[src/rtl/sign_narrow.sv]
// sign_narrow: narrows 32-bit words to 16 bits through a 2-entry in-order buffer,
// flagging overflow. Define SIGN_NARROW_SAT_EN to saturate overflowing results.
//
// occupancy | meaning
// 0         | empty, outputs forced to zero
// 1         | slot0 holds the head result
// 2         | slot0 head, slot1 next; input stalls
module sign_narrow (
  input  logic        clk,
  input  logic        reset,
  input  logic        in_valid,
  output logic        in_ready,
  input  logic [31:0] in_data,
  input  logic        in_unsigned,
  output logic        out_valid,
  input  logic        out_ready,
  output logic [15:0] out_data,
  output logic        out_ovf,
  output logic [7:0]  ovf_count
);

  logic [1:0]  occ, occ_nxt;
  logic [15:0] data0, data1;
  logic        ovf0, ovf1;
  logic        push, pop;
  logic        w_ovf;
  logic [15:0] w_data;

  always_comb begin
    if (in_unsigned) w_ovf = |in_data[31:16];
    else             w_ovf = !((&in_data[31:15]) || !(|in_data[31:15]));
`ifdef SIGN_NARROW_SAT_EN
    if (!w_ovf)           w_data = in_data[15:0];
    else if (in_unsigned) w_data = 16'hFFFF;
    else if (in_data[31]) w_data = 16'h8000;
    else                  w_data = 16'h7FFF;
`else
    w_data = in_data[15:0];
`endif
  end

  assign in_ready  = !reset && (occ < 2'd2);
  assign out_valid = (occ != 2'd0);
  assign out_data  = out_valid ? data0 : 16'h0000;
  assign out_ovf   = out_valid & ovf0;
  assign push      = in_valid && in_ready;
  assign pop       = out_valid && out_ready;

  always_ff @(posedge clk) begin
    if (reset) occ <= 2'd0;
    else       occ <= occ_nxt;
  end

  always_comb begin
    occ_nxt = occ;
    if (push && !pop)      occ_nxt = occ + 2'd1;
    else if (pop && !push) occ_nxt = occ - 2'd1;
  end

  // Slot0 is always the head; on a pop with occupancy 2 the tail shifts forward.
  always_ff @(posedge clk) begin
    if (reset) begin
      data0 <= 16'h0000;
      ovf0  <= 1'b0;
      data1 <= 16'h0000;
      ovf1  <= 1'b0;
    end else begin
      case (occ)
        2'd0: begin
          if (push) begin
            data0 <= w_data;
            ovf0  <= w_ovf;
          end
        end
        2'd1: begin
          if (push && pop) begin
            data0 <= w_data;
            ovf0  <= w_ovf;
          end else if (push) begin
            data1 <= w_data;
            ovf1  <= w_ovf;
          end
        end
        2'd2: begin
          if (pop) begin
            data0 <= data1;
            ovf0  <= ovf1;
          end
        end
        default: begin
          data0 <= data0;
          ovf0  <= ovf0;
        end
      endcase
    end
  end

  always_ff @(posedge clk) begin
    if (reset)                                   ovf_count <= 8'h00;
    else if (push && w_ovf && ovf_count != 8'hFF) ovf_count <= ovf_count + 8'h01;
  end

endmodule

[config.mk]
export PLATFORM = sky130hd
export DESIGN_NAME = sign_narrow
export DESIGN_NICKNAME = d
export VERILOG_FILES = /design/src/rtl/sign_narrow.sv
export SDC_FILE = /design/constraint.sdc
export NUM_CORES = 1
export LEC_CHECK = 0
export ABC_AREA = 0
export ABC_CLOCK_PERIOD_IN_PS = 3800
export BUFFER_PORTS_ARGS = -buffer_cell sky130_fd_sc_hd__clkbuf_2
export CORE_AREA = 2 2 90 92
export DETAILED_ROUTE_END_ITERATION = 7
export DIE_AREA = 0 0 92 94
export GPL_ROUTABILITY_DRIVEN = 0
export SLEW_MARGIN = 20
export SYNTH_ARGS = -nofsm -noshare
export SYNTH_HDL_FRONTEND = slang
export SYNTH_SLANG_ARGS = --single-unit
[constraint.sdc]
create_clock -name clk -period 3.8 [get_ports clk]
set_input_delay 0.38 -clock clk [delete_from_list [all_inputs] [get_ports clk]]
set_output_delay 0.38 -clock clk [all_outputs]
set_load 0.02 [all_outputs]
==> impl_results.md <==
* Status: finished clean
* Detail Placement HPWL at 3.77 mm
* Post-synth top flop: dfxtp_1
* Via density at 4.65
* Min-delay src: in_data[1]
* Layout cells sized above 1 at 0.295
* # setup viols final at 0
* Hold endpoint: data1[1]
* Setup TNS Final at 0 ps
* Dpl cells at 407
* Initial antenna violation count at 0
* Via count at 1925
* Post-cts sizing count at 0
* Post-synth EDFFs at 0
* Clock buffer depth at 2
* Starting Density at 0.293
* Layout area overhead at 20.4%
* Most common cell after layout, fill and taps aside: clkbuf_2
* Chip Height at 94 µm
* Final Slew Violations at 0
* Core area at 7610 µm²
* H-tree depth at 2
* Hold-fix buffers, CTS at 0
* Die width at 92 µm
* RSZ-0062 raised after global routing: no
* Max cap viols at 0
* Asr flop ratio synth at 0
* Worst EP required at 4020 ps
* Hold Fails Final Rpt at 0
* 1st-iter DRT viols at 87
* Largest net degree at the start of global routing at 43
* Commonest non-fill, non-tap cells in the layout: clkbuf_2, dfxtp_1, nand2_1, nor2_1, a21oi_1
* Critical Path End Type: flip-flop
* Unique masters post-synth at 39
* Reg2reg end: data0[0]
* Inserted Clock Buffers at 5
* Top-level I/O count at 64
* DRC Markers at 0
* Clk_lat worst skew at 300 ps
* # clock sinks at 44
* Hold Path Class: primary input to flip-flop
* GRT overflow at 0
* Root buf cell: clkbuf_8
* Worst-Margin Slew at 750 ps
* Layout Utilization at 0.353
* Syn nets at 297
* Antenna-violating nets left at 0
* Cell Pwr Density at 649 nW/µm²
* Final instance area at 2690 µm²
* Synthesized area at 2230 µm²
* Min Tclk post-route at 2820 ps
* Number of port buffers at 63
* CP Class: flip-flop to flip-flop
* Fin crit share at 0.741
* Register bit total from synthesis at 44
* Met3 Wirelength at 253 µm
* Initial DRT Pass Iterations at 4
* Post-CTS setup repair buffer count at 0
* Layout Cells excl Fill at 414
* Worst VDD drop at 0.282 mV
* R2R setup slack at 980 ps
* Leak Pwr at 1.07 nW
* Number of synthesis warnings at 0
* Arr. time, crit path at 3040 ps
* Max-slew headroom at 0.500
* Seq/Total Area, Yosys at 0.395
* NumNets Final at 355
* CTS clk-pin slew, worst paths at 80 ps
* Placed inst area at 2610 µm²
* Reg2Reg Launch Point: occ[1]
* Wl on met1 at 2.36 mm
* Startpoint Class: flip-flop
* WHS Path Cells at 3
* WL met2 at 2.41 mm
* Worst-case reg-to-reg path depth at 13
* Routed wire length at 5.09 mm
* Design Power at 1.74 mW
* Die ar. at 8650 µm²
* Wire per inst at 12.3 µm
* Post-Syn Instances at 254
* Global-route wire length before repair at 8.73 mm
* Mean Syn Cell Area at 8.78 µm²
* Final setup skew at 5.41 ps
* Vias in the first global route at 1805
* CTS tree: built
* FMAX at 0.355 GHz
* Row count at 32
* Antenna diode count at 0
* Total track usage at 0.125
* Crit path max fanout at 20
* Top layer in use: met4
==> synth_stat cells (all sizes together), types with 2 or more instances <==
library cell,instances,area (µm²)
dfxtp,44,881
a211oi,16,180
nand4,6,37.5
nand3,3,15.0
clkbuf,8,30.0
mux2i,18,180
and4,2,20.0
o41ai,2,17.5
ha,6,75.1
nand2,41,156
nor2,28,115
inv,8,30.0
o311ai,3,26.3
and3,4,25.0
nand2b,2,12.5
xnor2,2,17.5
nor2b,18,113
a21oi,19,95.1
buf,8,68.8
nor4,4,25.0
xor2,2,17.5
==> final cells by class <==
cell class              count  area, µm²
flip-flops and latches     44        881
repair buffers             67        345
clock inverters             2       12.5
clock buffers               5       68.8
fillers                   805       4920
multi-input cells         186       1220
inverters                   8       30.0
well taps                 102        128
==> flip-flops by register name, summed over array words and instances, names as in the netlist <==
name	cells
data0	16
data1	16
occ	2
ovf0	1
ovf1	1
ovf_count	8
==> per-layer routing <==
metal  global-route usage  up-vias
li1                     -      994
met1                0.162      891
met2                0.202       35
met3               0.0385        5
met4               0.0373        0
met5                    0        -
==> power breakdown <==
part	switching, mW	internal [mW]
registers	0.0441	0.546
clock network	0.161	0.125
logic	0.535	0.334
total	0.740	1.00
==> worst max-delay path by stage <==
stage | from | endpoint | cells past startpoint
floorplan | occ[1] | data0[5] | 12
global placement | occ[1] | data0[3] | 13
detailed placement | occ[1] | data0[1] | 13
CTS | occ[1] | data0[0] | 13
global route | occ[1] | data0[5] | 13
finish | occ[1] | data0[0] | 13
==> cell families after synthesis <==
| family | count (synthesis) | synth area share |
|---|---|---|
| simple gates | 112 | 0.245 |
| compound gates | 45 | 0.168 |
| flops | 44 | 0.395 |
| buf+inv | 24 | 0.0578 |
| mux | 19 | 0.0858 |
| fa+ha+maj | 6 | 0.0337 |
| xor+xnor | 4 | 0.0157 |
==> critical path, stage by stage (launching register included) <==
cell and delay, ps:
dfxtp_1 430, inv_1 90, ha_1 180, buf_4 210, inv_1 100, nand2_1 120, inv_1 80, ha_1 120
nand2b_1 90, o31ai_1 90, a221oi_4 600, buf_4 370, nor2_1 80, a211oi_2 180
==> stage by stage <==
stage	setup WS, ps	hold WS [ps]
floorplan	1700	436
global placement	1100	441
detailed placement	974	448
CTS	955	307
global route	647	303
finish	985	312
Power figures use the tool's default switching activity.
